`src/rtl/eth_tx_pkg.sv`:
```
// Shared constants, FSM encoding and keep/count helpers for the Ethernet header transmitter.
package eth_tx_pkg;

  localparam int HEAD_BYTES = 42;
  localparam int HEAD_W     = HEAD_BYTES * 8;
  localparam int AXIS_W     = 64;
  localparam int KEEP_W     = 8;

  typedef enum logic [2:0] {
    IDLE  = 3'd0,
    HEAD  = 3'd1,
    MERGE = 3'd2,
    BODY  = 3'd3,
    TAIL  = 3'd4
  } tx_state_t;

  function automatic logic [3:0] keep_to_count(input logic [KEEP_W-1:0] keep);
    logic [3:0] cnt;
    cnt = 4'd0;
    for (int i = 0; i < KEEP_W; i++) begin
      cnt = cnt + {3'd0, keep[i]};
    end
    return cnt;
  endfunction

  function automatic logic [KEEP_W-1:0] count_to_keep(input logic [3:0] cnt);
    logic [KEEP_W:0] mask;
    mask = (9'd1 << cnt) - 9'd1;
    return mask[KEEP_W-1:0];
  endfunction

endpackage

```
`src/rtl/eth_tx_shift2.sv`:
```
// Splices the 2-byte residual under the next payload beat and decides how the frame ends.
module eth_tx_shift2
  import eth_tx_pkg::*;
(
  input  logic [15:0]        i_res,
  input  logic [AXIS_W-1:0]  i_pl_tdata,
  input  logic [KEEP_W-1:0]  i_pl_tkeep,
  input  logic               i_pl_tlast,
  output logic [AXIS_W-1:0]  o_tdata,
  output logic [KEEP_W-1:0]  o_tkeep,
  output logic               o_tlast,
  output logic               o_tail_needed,
  output logic [15:0]        o_res_next,
  output logic [1:0]         o_r_next
);

  logic [3:0] w_n;

  assign w_n        = keep_to_count(i_pl_tkeep);
  assign o_tdata    = {i_pl_tdata[AXIS_W-17:0], i_res};
  assign o_res_next = i_pl_tdata[AXIS_W-1:AXIS_W-16];

  // A last beat of up to 6 bytes fits together with the residual; 7 or 8 spill into a tail beat.
  always_comb begin
    o_tkeep       = '1;
    o_tlast       = 1'b0;
    o_tail_needed = 1'b0;
    o_r_next      = 2'd2;
    if (i_pl_tlast) begin
      if (w_n <= 4'd6) begin
        o_tkeep = count_to_keep(w_n + 4'd2);
        o_tlast = 1'b1;
      end else begin
        o_tail_needed = 1'b1;
        o_r_next      = 2'(w_n - 4'd6);
      end
    end
  end

endmodule

```
`src/rtl/ethernet_header_transmitter.sv`:
```
// Prepends a 42-byte parallel header to a payload AXI-Stream and emits one 64-bit frame
// through a registered, back-pressurable output stage.
module ethernet_header_transmitter
  import eth_tx_pkg::*;
#(
  parameter int IFG_CYCLES = 0
) (
  input  logic               i_clk,
  input  logic               i_reset,
  input  logic               i_head_valid,
  input  logic [HEAD_W-1:0]  i_data_head,
  output logic               o_head_ready,
  input  logic               i_pl_axis_tvalid,
  input  logic [AXIS_W-1:0]  i_pl_axis_tdata,
  input  logic               i_pl_axis_tlast,
  input  logic [KEEP_W-1:0]  i_pl_axis_tkeep,
  output logic               o_pl_axis_tready,
  output logic               o_tx_axis_tvalid,
  output logic [AXIS_W-1:0]  o_tx_axis_tdata,
  output logic               o_tx_axis_tlast,
  output logic [KEEP_W-1:0]  o_tx_axis_tkeep,
  input  logic               i_tx_axis_tready
);

  localparam logic [15:0] GAP_INIT = (IFG_CYCLES > 0) ? 16'(IFG_CYCLES - 1) : 16'd0;
  localparam logic        GAP_EN   = (IFG_CYCLES != 0);

  tx_state_t           r_state, w_state_next;
  logic [HEAD_W-1:0]   r_hdr;
  logic [2:0]          r_k;
  logic [15:0]         r_res;
  logic [1:0]          r_r;
  logic [15:0]         r_gap_left;
  logic                r_tvalid, r_tlast;
  logic [AXIS_W-1:0]   r_tdata;
  logic [KEEP_W-1:0]   r_tkeep;

  logic                w_adv, w_tx_fire, w_gap_ok, w_head_fire, w_pl_fire;
  logic                w_tvalid_next, w_tlast_next;
  logic [AXIS_W-1:0]   w_tdata_next, w_head_beat, w_sh_tdata;
  logic [KEEP_W-1:0]   w_tkeep_next, w_sh_tkeep;
  logic                w_sh_tlast, w_sh_tail;
  logic [15:0]         w_sh_res;
  logic [1:0]          w_sh_r;

  assign w_adv       = ~r_tvalid | i_tx_axis_tready;
  assign w_tx_fire   = r_tvalid & i_tx_axis_tready;
  // A pending tlast beat blocks the next header unless no gap is required at all.
  assign w_gap_ok    = (r_gap_left == 16'd0) & ~(GAP_EN & r_tvalid & r_tlast);
  assign o_head_ready     = ~i_reset & (r_state == IDLE) & w_gap_ok & w_adv;
  assign o_pl_axis_tready = ~i_reset & ((r_state == MERGE) | (r_state == BODY)) & w_adv;
  assign w_head_fire = i_head_valid & o_head_ready;
  assign w_pl_fire   = i_pl_axis_tvalid & o_pl_axis_tready;

  assign o_tx_axis_tvalid = r_tvalid;
  assign o_tx_axis_tdata  = r_tdata;
  assign o_tx_axis_tlast  = r_tlast;
  assign o_tx_axis_tkeep  = r_tkeep;

  // r_hdr shifts up one beat per HEAD cycle, so the current beat always sits in the top 8 bytes.
  generate
    for (genvar gi = 0; gi < KEEP_W; gi++) begin : g_head_bytes
      assign w_head_beat[8*gi +: 8] = r_hdr[HEAD_W-1-8*gi -: 8];
    end
  endgenerate

  eth_tx_shift2 u_shift2 (
    .i_res         (r_res),
    .i_pl_tdata    (i_pl_axis_tdata),
    .i_pl_tkeep    (i_pl_axis_tkeep),
    .i_pl_tlast    (i_pl_axis_tlast),
    .o_tdata       (w_sh_tdata),
    .o_tkeep       (w_sh_tkeep),
    .o_tlast       (w_sh_tlast),
    .o_tail_needed (w_sh_tail),
    .o_res_next    (w_sh_res),
    .o_r_next      (w_sh_r)
  );

  always_ff @(posedge i_clk) begin
    if (i_reset) begin
      r_state <= IDLE;
    end else if (w_adv) begin
      r_state <= w_state_next;
    end
  end

  always_comb begin
    w_state_next = r_state;
    case (r_state)
      IDLE:        if (w_head_fire) w_state_next = HEAD;
      HEAD:        if (r_k == 3'd4) w_state_next = MERGE;
      MERGE, BODY: if (w_pl_fire) w_state_next = w_sh_tlast ? IDLE : (w_sh_tail ? TAIL : BODY);
      TAIL:        w_state_next = IDLE;
      default:     w_state_next = IDLE;
    endcase
  end

  always_comb begin
    w_tvalid_next = 1'b0;
    w_tdata_next  = r_tdata;
    w_tkeep_next  = '0;
    w_tlast_next  = 1'b0;
    case (r_state)
      HEAD: begin
        w_tvalid_next = 1'b1;
        w_tdata_next  = w_head_beat;
        w_tkeep_next  = '1;
      end
      MERGE, BODY: begin
        if (w_pl_fire) begin
          w_tvalid_next = 1'b1;
          w_tdata_next  = w_sh_tdata;
          w_tkeep_next  = w_sh_tkeep;
          w_tlast_next  = w_sh_tlast;
        end
      end
      TAIL: begin
        w_tvalid_next = 1'b1;
        w_tdata_next  = {{(AXIS_W-16){1'b0}}, r_res};
        w_tkeep_next  = count_to_keep({2'b00, r_r});
        w_tlast_next  = 1'b1;
      end
      default: ;
    endcase
  end

  always_ff @(posedge i_clk) begin
    if (i_reset) begin
      r_hdr      <= '0;
      r_k        <= '0;
      r_res      <= '0;
      r_r        <= '0;
      r_gap_left <= '0;
      r_tvalid   <= 1'b0;
      r_tdata    <= '0;
      r_tkeep    <= '0;
      r_tlast    <= 1'b0;
    end else begin
      if (w_tx_fire && r_tlast) begin
        r_gap_left <= GAP_INIT;
      end else if (r_gap_left != 16'd0) begin
        r_gap_left <= r_gap_left - 16'd1;
      end
      if (w_adv) begin
        r_tvalid <= w_tvalid_next;
        r_tdata  <= w_tdata_next;
        r_tkeep  <= w_tkeep_next;
        r_tlast  <= w_tlast_next;
        case (r_state)
          IDLE: begin
            if (w_head_fire) begin
              r_hdr <= i_data_head;
              r_k   <= 3'd0;
            end
          end
          HEAD: begin
            r_hdr <= r_hdr << AXIS_W;
            r_k   <= r_k + 3'd1;
            // Header bytes 40 and 41 seed the residual that the merged beat places lowest.
            if (r_k == 3'd4) r_res <= {r_hdr[HEAD_W-AXIS_W-9 -: 8], r_hdr[HEAD_W-AXIS_W-1 -: 8]};
          end
          MERGE, BODY: begin
            if (w_pl_fire) begin
              r_res <= w_sh_res;
              r_r   <= w_sh_r;
            end
          end
          default: ;
        endcase
      end
    end
  end

endmodule

```
`config.mk`:
```
export PLATFORM = sky130hd
export DESIGN_NAME = ethernet_header_transmitter
export DESIGN_NICKNAME = d
export VERILOG_FILES = /design/src/rtl/eth_tx_pkg.sv /design/src/rtl/eth_tx_shift2.sv /design/src/rtl/ethernet_header_transmitter.sv
export SDC_FILE = /design/constraint.sdc
export NUM_CORES = 1
export LEC_CHECK = 0
export BUFFER_PORTS_ARGS = -buffer_cell sky130_fd_sc_hd__buf_2
export CORE_MARGIN = 4
export CORE_UTILIZATION = 49
export DETAILED_ROUTE_END_ITERATION = 10
export PLACE_DENSITY = 0.76
export SKIP_CTS_REPAIR_TIMING = 1
export SYNTH_ARGS = -nofsm -noshare
export SYNTH_HDL_FRONTEND = slang
export SYNTH_SLANG_ARGS = --single-unit
```
`constraint.sdc`:
```
create_clock -name i_clk -period 4.05 [get_ports i_clk]
set_clock_uncertainty 0.2 [all_clocks]
set_input_delay 0.2025 -clock i_clk [delete_from_list [all_inputs] [get_ports i_clk]]
set_output_delay 0.2025 -clock i_clk [all_outputs]
set_load 0.02 [all_outputs]
```
==> impl_metrics.tcl <==
set metrics [dict create \
    status "complete, no violations" \
    drt.antenna.violating_nets 0 \
    grt_pass1_wl_microns 96600 \
    cts_sinks 450 \
    path_cells "buf_2 > ha_4 > inv_2 > fa_1 > fa_1 > fa_2 > inv_2 > fa_2 > xor2_1 > ha_4 > nor2b_1 > o21ai_2 > nand2_1 > or4_4 > ha_4 > mux2i_1 > nor2b_1 > o31ai_1 > o21ai_1" \
    synth_edf_count 0 \
    post-route-drc-count 0 \
    rows 76 \
    synth_nets 2643 \
    synth_ff_type "dfxtp_1" \
    core-area_sq_um 43100 \
    p_int_w 0.0111 \
    slowest_delay_ns 0.55 \
    io_pins 490 \
    stdcell_count 3677 \
    tightest_slew_ns 1.10 \
    p_seq_share_pct 36.8 \
    fp.dieW_microns 217 \
    synthCells 2216 \
    end_kind "flip-flop" \
    ys_seq_area_share_pct 42.2 \
    drtPass1Iterations 6 \
    dr.max_layer_used "met4" \
    dp_hpwl_microns 44700 \
    synthArstFlopShare_pct 0 \
    yosysMostFrequentCell "dfxtp_1" \
    crit_type "primary input to flip-flop" \
    p_comb_share_pct 36.0 \
    yosys-top-cells-area "dfxtp_1 42%, a211oi_2 16%, mux2i_1 13%" \
    port_buffers 489 \
    wl_met1_microns 32100 \
    maxCapViolations 0 \
    grt_overflow 0 \
    setup_viol_count_final 0 \
    cts.htree.levels 2 \
    drt_iter0_drc 2330 \
    clkPwrFrac_pct 27.3 \
    post-route-cell-area_sq_um 30200 \
    grt_max_degree 157 \
    p_sw_w 0.00638 \
    clk_latency_ns 0.61 \
    wire_per_inst_microns 21.7 \
    cts_tree "yes" \
    ir_worst_vdd_uv 366 \
    wl_met3_microns 6700 \
    drive_gt1_share_pct 29.6 \
    root_buffer "clkbuf_16" \
    grt_antenna_before_repair 13 \
    synth.cell_area_sq_um 21400 \
    period_needed_ns 3.80 \
    start_util_pct 49.6 \
    dieArea_sq_um 47000 \
    power_density_nw_per_um2 579 \
    fin_tns_setup_ns 0 \
    placedCellCount 3122 \
    fillers 2903 \
    cellLeakagePower_nw 13.0 \
    met2WireLength_microns 37400 \
    rsz0062_at_grt "no" \
    synth_common_cells "450 x dfxtp_1, 383 x nor2_1, 275 x mux2i_1" \
    hold_viol 0 \
    fp.dieH_microns 217 \
    yosysWarnings 0 \
    viasPerCell 5.81 \
    switching_share_pct 36.5 \
    crit_fanout 6 \
    hold_slack_ns 0.0207 \
    required_ns 4.30 \
    grt_pass1_vias 17300 \
    hold_path_class "primary input to flip-flop" \
    yosys.area.top_type "dfxtp_1" \
    clk_path_buf_depth 3 \
    globalplace.congestion 0.887 \
    placed_area_sq_um 23900 \
    drv_slew 0 \
    finalWirelength_microns 79900 \
    max_freq_mhz 263 \
    routed-via-count 21400 \
    yosysUniqueCellTypes 60 \
    crit_path_start_kind "primary input" \
    grt.total_usage_pct 25.6 \
    numCtsBuffers 48 \
    p_total_w 0.0175 \
    final_nets 3468 \
    synth.avg_cell_area_sq_um 9.64 \
    arrival_ns 4.05 \
    syn_to_final_growth_pct 41.1 \
    fin_crit_sh_pct 93.9 \
    cp_top_family "adder cells" \
    synth_top_area_share_pct 42.2 \
    slew_headroom_pct 26.5 \
    crit_buf_inv 3 \
    crit_slowest_cell "fa_1" \
    cp_common_cell "ha_4" \
    ys_seq_elements 450 \
    clk_pin_slew_ns 0.06 \
]
-- sequential cells by signal, summed over array words and instances (netlist names) --
register          count
r_res                16
o_tx_axis_tkeep       8
r_hdr               336
o_tx_axis_tlast       1
o_tx_axis_tdata      64
o_tx_axis_tvalid      1
r_state               3
r_r                   2
r_k                   3
r_gap_left           16
-- cells by family after synthesis --
family                   Yosys count  synth area share [%]
XOR/XNOR                           9                 0.369
adder cells (fa/ha/maj)           13                 0.902
flip-flops                       450                  42.2
buffers and inverters            236                  6.26
AO/OA/AOI/OAI                    478                  22.5
multiplexers                     275                  12.9
AND/OR/NAND/NOR                  755                  14.9
-- cell type report --
cell class	count	area, sq um	share of cell area, %
multi-input cells	1530	11100	36.9
clock buffers	69	1390	4.61
repair buffers	989	7470	24.8
clock inverters	19	307	1.02
diodes	13	32.5	0.108
flip-flops and latches	450	9010	29.9
well taps	585	732	2.43
inverters	22	82.6	0.274
-- path summary, 6_finish.rpt --
check                                                        to  cells past startpoint  slack [ns]                        from
worst max register to register           r_hdr[64]$_SDFFE_PP0P_                      9        0.47  r_gap_left[0]$_SDFFE_PP0P_
worst min register to register           r_hdr[50]$_SDFFE_PP0P_                      2        0.27      r_hdr[50]$_SDFFE_PP0P_
worst max-delay path            o_tx_axis_tkeep[6]$_SDFFE_PP0N_                     19        0.25          i_pl_axis_tkeep[0]
worst min-delay path               o_tx_axis_tlast$_SDFFE_PP0N_                      3        0.02            i_tx_axis_tready
-- cells in the final DEF (no fill, tap or decap), types with 5 or more instances in the layout --
cell           Yosys  routed
clkbuf_16          0      48
nand2_1          177     176
nor4_1             6       6
xor2_1             6       6
inv_1             21      18
bufinv_16          0       7
ha_1               9       6
nand3_1          140     140
clkbuf_1         109      10
nor2b_1            7       6
clkinv_2           0       8
a311oi_1          81      81
a211oi_1          10      10
a211oi_2         267     267
dlygate4sd3_1      0     454
o21ai_0            8       6
buf_2             29     488
nor2_1           383     383
clkbuf_8           0      11
diode_2            0      13
o31ai_1            5       5
mux2i_1          275     275
dfxtp_1          450     450
a21oi_1           81      80
buf_4             32      36
buf_12             1      10
nor3_1             7       6
-- power groups by stage --
stage / Clock (W) / Combinational [W] / Sequential, W
global placement: 0 / 0.00528 / 0.00633
floorplan: 0 / 0.00448 / 0.00621
detailed placement: 0 / 0.00543 / 0.00639
CTS: 0.00475 / 0.00550 / 0.00630
finish: 0.00476 / 0.00628 / 0.00642
global route: 0.00497 / 0.00676 / 0.00650
-- metal layers --
layer	GRT usage, %	up-vias
met5	0	-
met4	9.13	0
met3	5.25	324
met2	38.0	1270
met1	37.0	10200
li1	-	9610
-- per-stage QoR --
stage          setup WS [ns]  utilization (%)
6_report               0.247             70.0
3_5_place_dp          -0.306             55.4
4_1_cts                0.310             59.4
5_1_grt               0.0982             70.0
3_3_place_gp          -0.276             55.4
2_1_floorplan         -0.179                -
-- worst min-delay path, stage by stage --
cell	delay (ns)
buf_2	0.12
nand2b_1	0.33
a31oi_1	0.12
No activity file was read; power rests on OpenSTA's default activity.
